**src/rtl/addmulor_pkg.sv**
```systemverilog
//==============================================================================
// Module   : addmulor_pkg
// Brief    : Shared op encoding and per-bit ALU helper for the add-mul-op pipe.
// Revision : 1.0
//==============================================================================
`default_nettype none

package addmulor_pkg;

  typedef enum logic [1:0] {
    OP_OR   = 2'b00,
    OP_AND  = 2'b01,
    OP_XOR  = 2'b10,
    OP_PASS = 2'b11
  } op_e;

  // Applied bit by bit so the kernel stays width-generic.
  function automatic logic apply_op(input op_e op, input logic r, input logic cx);
    logic res;
    case (op)
      OP_OR:   res = r | cx;
      OP_AND:  res = r & cx;
      OP_XOR:  res = r ^ cx;
      default: res = r;
    endcase
    return res;
  endfunction

endpackage

`default_nettype wire

```
**src/rtl/addmulor_kernel.sv**
```systemverilog
//==============================================================================
// Module   : addmulor_kernel
// Brief    : Combinational ((d + a) * b) OP c with selectable width/signedness.
// Revision : 1.0
//==============================================================================
`default_nettype none

module addmulor_kernel
  import addmulor_pkg::*;
#(
  parameter int WIDTH     = 9,
  parameter int OUT_WIDTH = 9,
  parameter int SIGNED    = 0
) (
  input  logic [WIDTH-1:0]     i_a,
  input  logic [WIDTH-1:0]     i_b,
  input  logic [WIDTH-1:0]     i_c,
  input  logic [WIDTH-1:0]     i_d,
  input  logic [1:0]           i_op_sel,
  output logic [OUT_WIDTH-1:0] o_result
);

  localparam int   SUM_W     = WIDTH + 1;
  localparam int   PROD_W    = 2 * WIDTH + 1;
  localparam logic IS_SIGNED = (SIGNED != 0);

  logic                 w_a_msb;
  logic                 w_b_msb;
  logic                 w_d_msb;
  logic                 w_sum_msb;
  logic [SUM_W-1:0]     w_sum;
  logic [PROD_W-1:0]    w_sum_x;
  logic [PROD_W-1:0]    w_b_x;
  logic [PROD_W-1:0]    w_prod;
  logic [OUT_WIDTH-1:0] w_r;
  logic [OUT_WIDTH-1:0] w_cx;
  logic                 w_unused_prod;
  op_e                  w_op;

  assign w_a_msb   = IS_SIGNED & i_a[WIDTH-1];
  assign w_b_msb   = IS_SIGNED & i_b[WIDTH-1];
  assign w_d_msb   = IS_SIGNED & i_d[WIDTH-1];
  assign w_sum     = {w_d_msb, i_d} + {w_a_msb, i_a};
  assign w_sum_msb = IS_SIGNED & w_sum[SUM_W-1];

  // Operands widened to the full product width, so the low PROD_W bits of the
  // product are exact for both signed and unsigned interpretation.
  assign w_sum_x = {{WIDTH{w_sum_msb}}, w_sum};
  assign w_b_x   = {{(WIDTH + 1){w_b_msb}}, i_b};
  assign w_prod  = w_sum_x * w_b_x;

  assign w_r           = w_prod[OUT_WIDTH-1:0];
  assign w_unused_prod = ^w_prod;

  if (OUT_WIDTH > WIDTH) begin : g_cx_ext
    logic w_c_msb;
    assign w_c_msb = IS_SIGNED & i_c[WIDTH-1];
    assign w_cx    = {{(OUT_WIDTH - WIDTH){w_c_msb}}, i_c};
  end else if (OUT_WIDTH == WIDTH) begin : g_cx_same
    assign w_cx = i_c;
  end else begin : g_cx_trunc
    logic w_unused_c;
    assign w_cx       = i_c[OUT_WIDTH-1:0];
    assign w_unused_c = ^i_c;
  end

  assign w_op = op_e'(i_op_sel);

  for (genvar i = 0; i < OUT_WIDTH; i++) begin : g_bit
    assign o_result[i] = apply_op(w_op, w_r[i], w_cx[i]);
  end

endmodule

`default_nettype wire

```
**src/rtl/addmulor_pipe.sv**
```systemverilog
//==============================================================================
// Module   : addmulor_pipe
// Brief    : Elastic valid/ready pipeline of STAGES slots around addmulor_kernel.
// Revision : 1.0
//==============================================================================
`default_nettype none

module addmulor_pipe
  import addmulor_pkg::*;
#(
  parameter int WIDTH     = 9,
  parameter int OUT_WIDTH = 9,
  parameter int STAGES    = 3,
  parameter int SIGNED    = 0
) (
  input  logic                 clk,
  input  logic                 rst_n,
  input  logic                 in_valid,
  output logic                 in_ready,
  input  logic [WIDTH-1:0]     a,
  input  logic [WIDTH-1:0]     b,
  input  logic [WIDTH-1:0]     c,
  input  logic [WIDTH-1:0]     d,
  input  logic [1:0]           op_sel,
  output logic                 out_valid,
  input  logic                 out_ready,
  output logic [OUT_WIDTH-1:0] out_data
);

  if (WIDTH < 2) begin : g_bad_width
    $error("addmulor_pipe: WIDTH must be >= 2");
  end
  if (OUT_WIDTH < 1 || OUT_WIDTH > 2 * WIDTH + 1) begin : g_bad_out_width
    $error("addmulor_pipe: OUT_WIDTH must be in 1..2*WIDTH+1");
  end
  if (STAGES < 1) begin : g_bad_stages
    $error("addmulor_pipe: STAGES must be >= 1");
  end

  logic [STAGES-1:0]                valid_q;
  logic [STAGES-1:0]                valid_d;
  logic [STAGES-1:0][OUT_WIDTH-1:0] data_q;
  logic [STAGES-1:0][OUT_WIDTH-1:0] data_d;
  logic [STAGES-1:0]                w_adv;
  logic                             w_accept;
  logic [OUT_WIDTH-1:0]             w_kernel_result;

  addmulor_kernel #(
    .WIDTH     (WIDTH),
    .OUT_WIDTH (OUT_WIDTH),
    .SIGNED    (SIGNED)
  ) u_kernel (
    .i_a      (a),
    .i_b      (b),
    .i_c      (c),
    .i_d      (d),
    .i_op_sel (op_sel),
    .o_result (w_kernel_result)
  );

  // Advance chain walked from the output back; a local carry keeps the
  // vector free of self-reference.
  always_comb begin : adv_chain
    logic nxt;
    w_adv = '0;
    nxt   = valid_q[STAGES-1] & out_ready;
    w_adv[STAGES-1] = nxt;
    for (int i = STAGES - 2; i >= 0; i--) begin
      nxt      = valid_q[i] & (~valid_q[i+1] | nxt);
      w_adv[i] = nxt;
    end
  end

  assign in_ready = ~valid_q[0] | w_adv[0];
  assign w_accept = in_valid & in_ready;

  always_comb begin
    valid_d    = valid_q;
    data_d     = data_q;
    valid_d[0] = w_accept | (valid_q[0] & ~w_adv[0]);
    if (w_accept) begin
      data_d[0] = w_kernel_result;
    end
    for (int i = 1; i < STAGES; i++) begin
      valid_d[i] = w_adv[i-1] | (valid_q[i] & ~w_adv[i]);
      if (w_adv[i-1]) begin
        data_d[i] = data_q[i-1];
      end
    end
  end

  always_ff @(posedge clk or negedge rst_n) begin
    if (!rst_n) begin
      valid_q <= '0;
      data_q  <= '0;
    end else begin
      valid_q <= valid_d;
      data_q  <= data_d;
    end
  end

  assign out_valid = valid_q[STAGES-1];
  assign out_data  = data_q[STAGES-1];

endmodule

`default_nettype wire

```
**config.mk**
```make
export PLATFORM = sky130hd
export DESIGN_NAME = addmulor_pipe
export DESIGN_NICKNAME = d
export VERILOG_FILES = /design/src/rtl/addmulor_pkg.sv /design/src/rtl/addmulor_kernel.sv /design/src/rtl/addmulor_pipe.sv
export SDC_FILE = /design/constraint.sdc
export NUM_CORES = 1
export LEC_CHECK = 0
export CORE_MARGIN = 4
export CORE_UTILIZATION = 50
export DETAILED_ROUTE_END_ITERATION = 10
export PLACE_DENSITY = 0.76
export SLEW_MARGIN = 20
export SYNTH_ARGS = -nofsm -noshare
export SYNTH_HDL_FRONTEND = slang
export SYNTH_SLANG_ARGS = --single-unit
export TNS_END_PERCENT = 20
```
**constraint.sdc**
```tcl
create_clock -name clk -period 2.2 [get_ports clk]
set_clock_uncertainty 0.05 [all_clocks]
set_input_delay 0.44 -clock clk [delete_from_list [all_inputs] [get_ports clk]]
set_output_delay 0.44 -clock clk [all_outputs]
set_load 0.02 [all_outputs]
```
==> PnR_summary.wiki, run 1 <==
{| class="wikitable"
! Metric !! Value
|-
| Sequential cell area fraction in the yosys report || 0.232
|-
| Sequential standard cell area || between 700 and 800 µm²
|-
| Number of routed nets with antenna violations || 0
|-
| Filler cell count || 471
|-
| RSZ-0062 raised after global routing || yes
|-
| Antenna violations before repair || 0
|-
| Synth unique cells || 36
|-
| Synthesized area divided by synthesized cell count || 9.85 µm²
|-
| Worst Setup Start Kind || input port
|-
| Power density of the placed cells || roughly 1300 nW/µm²
|-
| DRC violation count after routing || 0
|-
| Failing checks || negative setup slack
|-
| Total of flip-flops plus latches after synthesis || 30
|-
| Part of the cycle the worst path needs || 2.53
|-
| Net total in the final layout || 526
|-
| Transition time at the pin with the least slew margin || a little under 0.4 ns
|-
| Area leader, netlist || sky130_fd_sc_hd__dfrtp_1
|-
| Clock Tree Buf Depth || 2
|-
| Routed WL || roughly 6.4 mm
|-
| Remaining global-route overflow || 0
|-
| Standard-cell rows || 29
|-
| Part of the power in registers || 0.157
|-
| Wire length of the first global-routing pass || 10.9 mm
|-
| Main area contributors after synthesis || sky130_fd_sc_hd__dfrtp_1 23%, sky130_fd_sc_hd__ha_1 16%, sky130_fd_sc_hd__fa_1 12%
|-
| Clock period minus worst slack || between 5 and 6 ns
|-
| Net load switching power || between 0.002 and 0.0025 W
|-
| Clock group share of total power || 0.077
|-
| DRC marker count from the first detailed-route iteration || 45
|-
| Drt wl/cell || about 13 µm
|-
| Master cell of the clock root buffer || sky130_fd_sc_hd__clkbuf_8
|-
| Total area of multi-input combinational cells || between 2000 and 2500 µm²
|-
| Switching part of the total || 0.379
|-
| Post-DR vias/cell || 4.97
|-
| Largest net degree at the start of global routing || 31
|-
| Proportion of layout cells with a drive suffix above 1 || 0.361
|-
| Global-route usage over all layers || 0.177
|-
| Worst IR Drop VDD || approximately 1.1 mV
|-
| Total clock buffers created by CTS || 5
|-
| Total number of clock tree sinks || 30
|-
| Later-pin clock latency in the skew report || 0.28 ns
|-
| Die ar. || 7810 µm²
|-
| Internal || around 0.0036 W
|-
| Worst hold margin || ~0.43 ns
|-
| Worst Setup Slack, final || -3.38 ns
|-
| Post-Synthesis Cells || around 330
|-
| Die Y || just under 90 µm
|-
| Weighted congestion reported at the end of routability-driven placement || 0.847
|-
| Initial core utilization || 0.512
|-
| Clock-pin slew of the registers on the worst-case setup and hold paths || roughly 0.060 ns
|-
| Data required time at the worst endpoint || ~2.3 ns
|-
| Status || complete, but fails checks
|-
| Area delta synth->final || 40.6%
|-
| Number of synthesis warnings || 0
|-
| Ys async rst share || 1.00
|-
| Number of diodes added for antenna fixing || 0
|-
| Fmax || approximately 180 MHz
|-
| Total count of max-transition violations in the final report || 0
|-
| First-pass DRT Iterations || 4
|-
| Main flop type after synthesis || sky130_fd_sc_hd__dfrtp_1
|-
| Slew margin rel. || 0.741
|-
| Most used standard cell by instance count after synthesis || sky130_fd_sc_hd__inv_1
|-
| Worst Path Class, Setup || input port to register
|-
| Clock tree from TritonCTS || built
|-
| Half-perimeter wire length after placement || around 5.2 mm
|-
| Static Leakage || between 2 and 2.5 nW
|-
| Power share of the combinational group || 0.766
|-
| Critical path's slowest cell || sky130_fd_sc_hd__fa_1
|-
| Die X || 88.4 µm
|-
| Reported max-cap violation count || 0
|-
| Commonest cells in the netlist || 64 x sky130_fd_sc_hd__inv_1, 42 x sky130_fd_sc_hd__ha_1, 40 x sky130_fd_sc_hd__nand2_1
|-
| Synthesized area || 3230 µm²
|-
| Total count of hold-check failures in the final report || 0
|-
| I/O pin count || between 50 and 60
|-
| Arrival time at the worst endpoint || roughly 5.7 ns
|-
| Total core area || around 6300 µm²
|-
| Proportion of netlist area held by the largest area contributor || 0.232
|-
| Vias in the first global route || about 2700
|-
| Total setup violations reported at the end of the flow || 8
|-
| Buffers added on ports || 52
|-
| Worst Setup End Kind || register
|-
| Max FO, Critical Path || 3
|-
| Number of synthesized flops with an enable pin || 0
|-
| Total number of vias || 2489
|-
| CP peak stage delay || ~0.50 ns
|-
| Overall power consumption || 0.00577 W
|-
| Class of the worst hold path || register to register
|-
| Number of hold-repair buffers added at the cts stage || 0
|-
| Net count after synthesis || about 430
|-
| H-tree levels || 2
|}
==> sequential cells by signal, indices dropped and copies added (netlist names) <==
register / flops
valid_q: 3
data_q: 18
out_data: 9
==> worst paths after layout <==
path	startpoint	to	slack (ns)	cells past startpoint
setup / recovery	d[0]	data_q[8]	-3.38	28
hold / removal	data_q[0]	data_q[0]	0.43	2
setup reg to reg	valid_q[2]	data_q[1]	0.65	6
hold reg to reg	data_q[0]	data_q[0]	0.43	2
max in group asynchronous	rst_n	out_data[7]	1.34	2
min in group asynchronous	rst_n	data_q[3]	0.50	2
==> stage by stage <==
step / TNS [ns] / worst slack [ns] / area [µm²] / cells / utilization
after CTS: -17.66 / -3.59 / 4420 / 500 / 0.700
after global placement: -23.09 / -4.00 / 4210 / 485 / 0.666
after floorplan: -17.71 / -3.38 / 3340 / 328 / -
after global routing: -18.97 / -3.65 / 4540 / 501 / 0.720
final: -17.49 / -3.38 / 4540 / 501 / 0.720
after detailed placement: -23.97 / -4.18 / 4210 / 485 / 0.666
==> cell families (layout without fill, tap and decap cells) <==
| family | after synthesis | count (layout) | share of synthesized area |
|---|---|---|---|
| AOI/OAI and AO/OA | 30 | 30 | 0.0596 |
| and+or+nand+nor | 73 | 73 | 0.112 |
| muxes | 33 | 33 | 0.135 |
| DFF | 30 | 30 | 0.232 |
| xor gates and xnor gates | 22 | 22 | 0.0786 |
| adders and majority gates | 61 | 61 | 0.280 |
| buffers and inverters | 79 | 175 | 0.102 |
==> layer usage <==
layer | up-vias | routed length, µm | global-route usage
met1 | 1187 | 2270 | 0.176
li1 | 1225 | - | -
met3 | 18 | 294 | 0.0186
met5 | - | 0 | 0
met4 | 0 | 192 | 0.0865
met2 | 59 | 3610 | 0.358
==> placed cells by master (no fill, tap or decap), types with 7 or more instances in the layout <==
master	instances
sky130_fd_sc_hd__o21ai_0	7
sky130_fd_sc_hd__inv_2	12
sky130_fd_sc_hd__clkdlybuf4s50_1	38
sky130_fd_sc_hd__xnor2_1	9
sky130_fd_sc_hd__inv_1	52
sky130_fd_sc_hd__dfrtp_1	30
sky130_fd_sc_hd__buf_4	50
sky130_fd_sc_hd__mux2_2	23
sky130_fd_sc_hd__fa_1	17
sky130_fd_sc_hd__and2_1	8
sky130_fd_sc_hd__nand2_1	37
sky130_fd_sc_hd__nand2b_1	9
sky130_fd_sc_hd__ha_1	26
sky130_fd_sc_hd__ha_4	15
==> power by group through the flow <==
stage / clock, W / combinational (W) / sequential [W]
final: 0.000442 / 0.00442 / 0.000907
after floorplan: 0 / 0.00292 / 0.000882
after global routing: 0.000484 / 0.00500 / 0.000939
after CTS: 0.000457 / 0.00442 / 0.000910
after global placement: 0 / 0.00389 / 0.000903
after detailed placement: 0 / 0.00410 / 0.000920
==> cell type report <==
type                    instances  area share
clock buffers                   7      0.0190
multi-input cells             219       0.543
repair buffers                103       0.198
clock inverters                 1     0.00110
flip-flops and latches         30       0.165
inverters                      64      0.0529
well taps                      77      0.0212
==> timing repair <==
item,CTS,global route
pin swaps,34,27
gates resized for setup,48,21
setup buffers,7,1
endpoints found under the hold margin,0,0
setup endpoints to repair,8,9
==> worst max-delay path, delay by kind of cell <==
family	cells	cell delay, ns
buf+inv	6	0.33
compound gates	6	0.59
fa+ha+maj	8	2.92
xor+xnor	5	1.00
simple gates	3	0.42
Note: power is estimated with default switching activity, not from simulation.
==> run 2: changes to the inputs <==
--- a/config.mk
+++ b/config.mk
@@ -9,6 +9,7 @@
 export CORE_UTILIZATION = 50
 export DETAILED_ROUTE_END_ITERATION = 10
 export PLACE_DENSITY = 0.76
+export RECOVER_POWER = 100
 export SLEW_MARGIN = 20
 export SYNTH_ARGS = -nofsm -noshare
 export SYNTH_HDL_FRONTEND = slang
==> run 2 against run 1 <==
Effect of this change:
- the flow still finishes with violations (negative setup slack)
- fmax about the same
- wire length decreased by 0.11%
- setup slack barely moved
- global-route usage unchanged
- total power fell by 0.66%
- utilization is 0.18 points lower
- critical path type unchanged
==> PnR_summary.wiki, run 2 (synthesis results as in run 1) <==
{| class="wikitable"
! Metric !! Value
|-
| Status || complete, but fails checks
|-
| Failing checks || negative setup slack
|-
| Static Leakage || 2.20 nW
|-
| Drt wl/cell || ~13 µm
|-
| M2 GR Usage || 0.358
|-
| Later-pin clock latency in the skew report || 0.28 ns
|-
| Net total in the final layout || approximately 530
|-
| Slew margin rel. || 0.535
|-
| Most Crowded Layer GR || met2
|-
| Total setup violations reported at the end of the flow || 8
|-
| Half-perimeter wire length after placement || ~5.2 mm
|-
| Die Y || roughly 88 µm
|-
| Routed WL || about 6.4 mm
|-
| FF-to-FF path depth || 6
|-
| RR Endpoint || data_q[1]
|-
| Die ar. || just under 8000 µm²
|-
| Clock Tree Buf Depth || 2
|-
| Worst IR Drop VDD || 1.14 mV
|-
| RR Startpoint || valid_q[2]
|-
| Worst Path Class, Setup || input port to register
|-
| DRC marker count from the first detailed-route iteration || 45
|-
| RSZ-0062 raised after global routing || yes
|-
| Remaining global-route overflow || 0
|-
| Sum of negative setup slack || -17.55 ns
|-
| Fmax || 179 MHz
|-
| Largest net degree at the start of global routing || 31
|-
| Vias in the first global route || 2699
|-
| Total number of vias || 2491
|-
| Class of the worst hold path || register to register
|-
| Wire length of the first global-routing pass || roughly 11 mm
|-
| Setup WS pre-CTS || -4.18 ns
|-
| Part of the cycle the worst path needs || 2.53
|-
| Total core area || 6310 µm²
|-
| Total count of max-transition violations in the final report || 0
|-
| Worst Setup Start Kind || input port
|-
| Die X || just under 90 µm
|-
| Biggest register || data_q
|-
| Number of diodes added for antenna fixing || 0
|-
| Reported max-cap violation count || 0
|-
| R2r setup slk || ~0.64 ns
|-
| Weighted congestion reported at the end of routability-driven placement || 0.847
|-
| Buffers added on ports || 52
|-
| Antenna violations before repair || 0
|-
| Number of routed nets with antenna violations || 0
|-
| Total number of clock tree sinks || 30
|-
| First-pass DRT Iterations || 4
|-
| Area delta synth->final || 40.3%
|-
| Routing usage on met1 || 0.176
|-
| Clock-pin slew of the registers on the worst-case setup and hold paths || 0.06 ns
|-
| Total count of hold-check failures in the final report || 0
|-
| Most common cell after layout, fill and taps aside || sky130_fd_sc_hd__inv_1
|-
| Fin util || 0.718
|-
| H-tree levels || 2
|-
| M3 GR Usage || 0.0186
|-
| Transition time at the pin with the least slew margin || between 0.6 and 0.7 ns
|-
| Post-DR vias/cell || roughly 5
|-
| Initial core utilization || 0.512
|-
| Data required time at the worst endpoint || around 2.3 ns
|-
| Worst Setup End Kind || register
|-
| Commonest cells after routing, fill and taps aside || 52 x sky130_fd_sc_hd__inv_1, 48 x sky130_fd_sc_hd__buf_4, 37 x sky130_fd_sc_hd__nand2_1, 30 x sky130_fd_sc_hd__dfrtp_1, 26 x sky130_fd_sc_hd__ha_1
|-
| Standard-cell rows || 29
|-
| Arrival time at the worst endpoint || roughly 5.7 ns
|-
| Master cell of the clock root buffer || sky130_fd_sc_hd__clkbuf_8
|-
| Power density of the placed cells || between 1000 and 1500 nW/µm²
|-
| DRC violation count after routing || 0
|-
| Number of flip-flops under the largest register name || 18
|-
| Worst hold path startpoint || data_q[0]
|-
| Max FO, Critical Path || 3
|-
| Global-route usage over all layers || 0.177
|-
| Clock tree from TritonCTS || built
|-
| I/O pin count || between 50 and 60
|-
| Proportion of layout cells with a drive suffix above 1 || 0.361
|-
| Clock period minus worst slack || approximately 5.6 ns
|-
| Worst Setup Slack, final || -3.38 ns
|-
| Critical path startpoint || d[0]
|-
| Total clock buffers created by CTS || 5
|-
| Crit path capture || data_q[8]
|}
run 2: power by group:
part	total (W)	leakage (nW)	switching [W]	internal [W]
registers	0.000902	0.355	0.000109	0.000794
clock network	0.000442	0.0482	0.000191	0.000252
logic	0.00438	1.80	0.00188	0.00250
run 2: worst min-delay path by stage:
stage	to	slack [ns]	depth (start not counted)
6_report	data_q[0]	0.43	2
5_1_grt	data_q[0]	0.45	2
4_1_cts	data_q[0]	0.44	2
3_5_place_dp	valid_q[1]	0.42	1
3_3_place_gp	data_q[4]	0.41	2
2_1_floorplan	data_q[0]	0.09	0
run 2: timing repair:
action,in CTS,in global routing
pin swaps,34,27
hold buffers,0,0
setup endpoints to repair,8,9
setup buffers,7,1
gates resized for setup,48,21
endpoints found under the hold margin,0,0
run 2: metal layers:
| layer | wire length [µm] | vias up |
|---|---|---|
| li1 | - | 1227 |
| met1 | 2260 | 1187 |
| met2 | 3610 | 59 |
| met3 | 294 | 18 |
| met4 | 192 | 0 |
| met5 | 0 | - |
run 2: critical path, stage by stage:
cell,delay (ns)
sky130_fd_sc_hd__buf_6,0.07
sky130_fd_sc_hd__ha_4,0.13
sky130_fd_sc_hd__inv_2,0.04
sky130_fd_sc_hd__fa_2,0.38
sky130_fd_sc_hd__nor2b_4,0.14
sky130_fd_sc_hd__o21ai_4,0.07
sky130_fd_sc_hd__o21a_4,0.22
sky130_fd_sc_hd__xnor2_4,0.21
sky130_fd_sc_hd__nand2_2,0.07
sky130_fd_sc_hd__fa_1,0.49
sky130_fd_sc_hd__inv_1,0.05
sky130_fd_sc_hd__fa_1,0.49
sky130_fd_sc_hd__inv_2,0.04
sky130_fd_sc_hd__fa_1,0.46
sky130_fd_sc_hd__fa_1,0.50
sky130_fd_sc_hd__inv_2,0.05
sky130_fd_sc_hd__ha_4,0.27
sky130_fd_sc_hd__a21oi_4,0.06
sky130_fd_sc_hd__xnor2_2,0.20
sky130_fd_sc_hd__xnor2_2,0.15
sky130_fd_sc_hd__xnor2_1,0.15
sky130_fd_sc_hd__xor3_2,0.29
sky130_fd_sc_hd__inv_2,0.08
sky130_fd_sc_hd__ha_4,0.20
sky130_fd_sc_hd__nor3b_2,0.21
sky130_fd_sc_hd__a211oi_2,0.07
sky130_fd_sc_hd__a21oi_2,0.13
sky130_fd_sc_hd__a21oi_2,0.04
run 2: through the flow:
stage                     cells  cell area, µm²  total power (W)  hold WS, ns
after floorplan             328            3340          0.00380       0.0944
after global placement      485            4210          0.00479        0.411
after detailed placement    485            4210          0.00502        0.424
after CTS                   500            4420          0.00579        0.438
after global routing        501            4530          0.00638        0.452
final                       501            4530          0.00573        0.432
run 2: cell type report:
type                            count  area (µm²)
Clock buffer                        7        86.3
Inverter                           64         240
Fill cell                         473        1780
Multi-Input combinational cell    219        2470
Clock inverter                      1        5.00
Tap cell                           77        96.3
Timing Repair Buffer              103         887
Sequential cell                    30         751
==> run 3: changes to the inputs <==
--- a/config.mk
+++ b/config.mk
@@ -5,7 +5,6 @@
 export SDC_FILE = /design/constraint.sdc
 export NUM_CORES = 1
 export LEC_CHECK = 0
-export CORE_MARGIN = 4
 export CORE_UTILIZATION = 50
 export DETAILED_ROUTE_END_ITERATION = 10
 export PLACE_DENSITY = 0.76
==> run 3 against run 2 <==
Effect of this change:
- critical path depth stayed put
- critical endpoint unchanged
- the flow still finishes with violations (negative setup slack)
- via count rose by 1.5%
- largest cell class unchanged
- total power down 1.8%
- first-iteration DRC count down 29%
- register-to-register slack about the same
- clock power shrank 9.3%
- flip-flop and latch count is the same
- cell count rose by 0.40%
- setup slack got worse by 0.068 ns
- worst hold slack worse by 0.0015 ns
==> PnR_summary.wiki, run 3 (synthesis results as in run 1) <==
{| class="wikitable"
! Metric !! Value
|-
| Status || complete, but fails checks
|-
| Failing checks || negative setup slack
|-
| Drt wl/cell || 13.0 µm
|-
| DRC marker count from the first detailed-route iteration || 32
|-
| Overall power consumption || approximately 0.0056 W
|-
| Post-DR vias/cell || 5.03
|-
| Worst hold margin || approximately 0.43 ns
|-
| Wire length of the first global-routing pass || approximately 11 mm
|-
| Transition time at the pin with the least slew margin || about 0.71 ns
|-
| Die X || slightly above 80 µm
|-
| Routed WL || 6.54 mm
|-
| Number of hold-repair buffers added at the cts stage || 0
|-
| Clock Tree Buf Depth || 2
|-
| Switching part of the total || 0.388
|-
| Global-route usage over all layers || 0.210
|-
| Total setup violations reported at the end of the flow || 8
|-
| Number of flip-flops under the largest register name || 18
|-
| Power share of the combinational group || 0.769
|-
| Data required time at the worst endpoint || between 2 and 2.5 ns
|-
| Antenna violations before repair || 0
|-
| Internal || 0.00344 W
|-
| Largest net degree at the start of global routing || 31
|-
| Remaining global-route overflow || 0
|-
| Number of routed nets with antenna violations || 0
|-
| Initial core utilization || 0.533
|-
| Most common cell after layout, fill and taps aside || sky130_fd_sc_hd__inv_1
|-
| Total number of clock tree sinks || 30
|-
| Arrival time at the worst endpoint || 5.76 ns
|-
| Biggest register || data_q
|-
| Net total in the final layout || 531
|-
| Master cell of the clock root buffer || sky130_fd_sc_hd__clkbuf_8
|-
| DRC violation count after routing || 0
|-
| Total clock buffers created by CTS || 5
|-
| Buffers added on ports || 52
|-
| Proportion of layout cells with a drive suffix above 1 || 0.364
|-
| Total core area || 6060 µm²
|-
| Worst Setup Start Kind || input port
|-
| Part of the power in registers || 0.160
|-
| Worst Setup End Kind || register
|-
| Fmax || around 180 MHz
|-
| Static Leakage || 2.23 nW
|-
| Total count of hold-check failures in the final report || 0
|-
| Slew margin rel. || 0.524
|-
| Commonest cells after routing, fill and taps aside || 55 x sky130_fd_sc_hd__inv_1, 50 x sky130_fd_sc_hd__buf_4, 37 x sky130_fd_sc_hd__nand2_1, 30 x sky130_fd_sc_hd__dfrtp_1, 29 x sky130_fd_sc_hd__ha_1
|-
| Net load switching power || around 0.0022 W
|-
| Standard-cell rows || 28
|-
| Reported max-cap violation count || 0
|-
| Total number of vias || around 2500
|-
| Clock-pin slew of the registers on the worst-case setup and hold paths || 0.06 ns
|-
| Filler cell count || about 430
|-
| Later-pin clock latency in the skew report || 0.27 ns
|-
| Area delta synth->final || 40.7%
|-
| Worst Setup Slack, final || -3.44 ns
|-
| Worst Path Class, Setup || input port to register
|-
| Critical path startpoint || d[1]
|-
| Worst hold path startpoint || data_q[4]
|-
| Half-perimeter wire length after placement || approximately 5 mm
|-
| Part of the cycle the worst path needs || 2.57
|-
| Clock tree from TritonCTS || built
|-
| Die ar. || between 6000 and 7000 µm²
|-
| Number of diodes added for antenna fixing || 0
|-
| H-tree levels || 2
|-
| Clock period minus worst slack || approximately 5.6 ns
|-
| First-pass DRT Iterations || 4
|-
| RR Startpoint || valid_q[2]
|-
| Worst IR Drop VDD || around 0.95 mV
|-
| Vias in the first global route || roughly 2700
|-
| Total count of max-transition violations in the final report || 0
|-
| Class of the worst hold path || register to register
|-
| Weighted congestion reported at the end of routability-driven placement || between 0.8 and 0.9
|-
| I/O pin count || 53
|-
| Max FO, Critical Path || 3
|-
| Die Y || about 82 µm
|-
| Clock group share of total power || 0.071
|-
| Power density of the placed cells || ~1200 nW/µm²
|-
| RSZ-0062 raised after global routing || yes
|}
## run 3: changes by cell type in the layout (fill, tap and decap cells not counted), sizes merged
cell           previous run  this run
clkinv                    1         2
buf                      55        60
clkdlybuf4s15             2         0
clkdlybuf4s50            25        27
dlygate4sd3              13        12
dlymetal6s2s              1         0
## run 3: power by group through the flow
stage,Sequential [W],Clock [W],Combinational (W)
after floorplan,0.000882,0,0.00292
after global placement,0.000903,0,0.00388
after detailed placement,0.000919,0,0.00408
after CTS,0.000909,0.000417,0.00435
after global routing,0.000932,0.000442,0.00481
final,0.000898,0.000401,0.00433
## run 3: repair_timing
item	4_1_cts	5_1_grt
endpoints found under the setup margin	8	9
buffers inserted	10	3
gates resized for setup	55	17
pin swaps	40	28
hold endpoints to repair	0	0
## run 3: cell type report
cell class	instances	area, µm²	share of cell area
repair buffers	108	936	0.206
flip-flops and latches	30	751	0.165
clock inverters	2	10.0	0.00220
clock buffers	5	68.8	0.0151
inverters	64	240	0.0528
well taps	75	93.8	0.0206
multi-input cells	219	2450	0.538
## run 3: through the flow
step / worst slack [ns] / std cells / utilization / setup TNS (ns) / cell area [µm²]
after floorplan: -3.38 / 328 / - / -17.71 / 3340
after global placement: -3.99 / 483 / 0.694 / -23.21 / 4200
after detailed placement: -4.13 / 483 / 0.694 / -23.93 / 4200
after CTS: -3.55 / 500 / 0.739 / -17.48 / 4480
after global routing: -3.66 / 503 / 0.750 / -18.99 / 4550
final: -3.44 / 503 / 0.750 / -17.74 / 4550
## run 3: per-layer routing
layer  wire length (µm)  track usage
met3                194       0.0198
met4                146       0.0912
met1               2390        0.202
met5                  0            0
met2               3820        0.440
## run 3: path summary, 6_finish.rpt
path / cells past startpoint / slack (ns) / endpoint
max: 28 / -3.44 / data_q[8]
min: 2 / 0.43 / data_q[4]
max reg2reg: 6 / 0.64 / data_q[3]
min reg2reg: 2 / 0.43 / data_q[4]
max in group asynchronous: 2 / 0.95 / data_q[7]
min in group asynchronous: 2 / 0.69 / out_data[4]
## run 3: worst max-delay path, cell delays in order
cell and delay (ns):
sky130_fd_sc_hd__buf_2 0.12, sky130_fd_sc_hd__ha_1 0.30, sky130_fd_sc_hd__a21o_1 0.18, sky130_fd_sc_hd__nand4_1 0.08
sky130_fd_sc_hd__nand2_1 0.13, sky130_fd_sc_hd__buf_6 0.16, sky130_fd_sc_hd__xor2_4 0.20, sky130_fd_sc_hd__buf_6 0.13
sky130_fd_sc_hd__nand2_2 0.05, sky130_fd_sc_hd__fa_1 0.49, sky130_fd_sc_hd__inv_1 0.05, sky130_fd_sc_hd__fa_1 0.48
sky130_fd_sc_hd__inv_1 0.05, sky130_fd_sc_hd__fa_1 0.46, sky130_fd_sc_hd__fa_1 0.50, sky130_fd_sc_hd__inv_2 0.05
sky130_fd_sc_hd__ha_4 0.25, sky130_fd_sc_hd__a21oi_4 0.16, sky130_fd_sc_hd__xnor2_2 0.14, sky130_fd_sc_hd__xnor2_2 0.15
sky130_fd_sc_hd__xnor2_1 0.14, sky130_fd_sc_hd__xor3_2 0.29, sky130_fd_sc_hd__inv_2 0.08, sky130_fd_sc_hd__ha_4 0.20
sky130_fd_sc_hd__nor3b_4 0.21, sky130_fd_sc_hd__a211oi_2 0.06, sky130_fd_sc_hd__a21oi_1 0.15, sky130_fd_sc_hd__a21oi_2 0.04
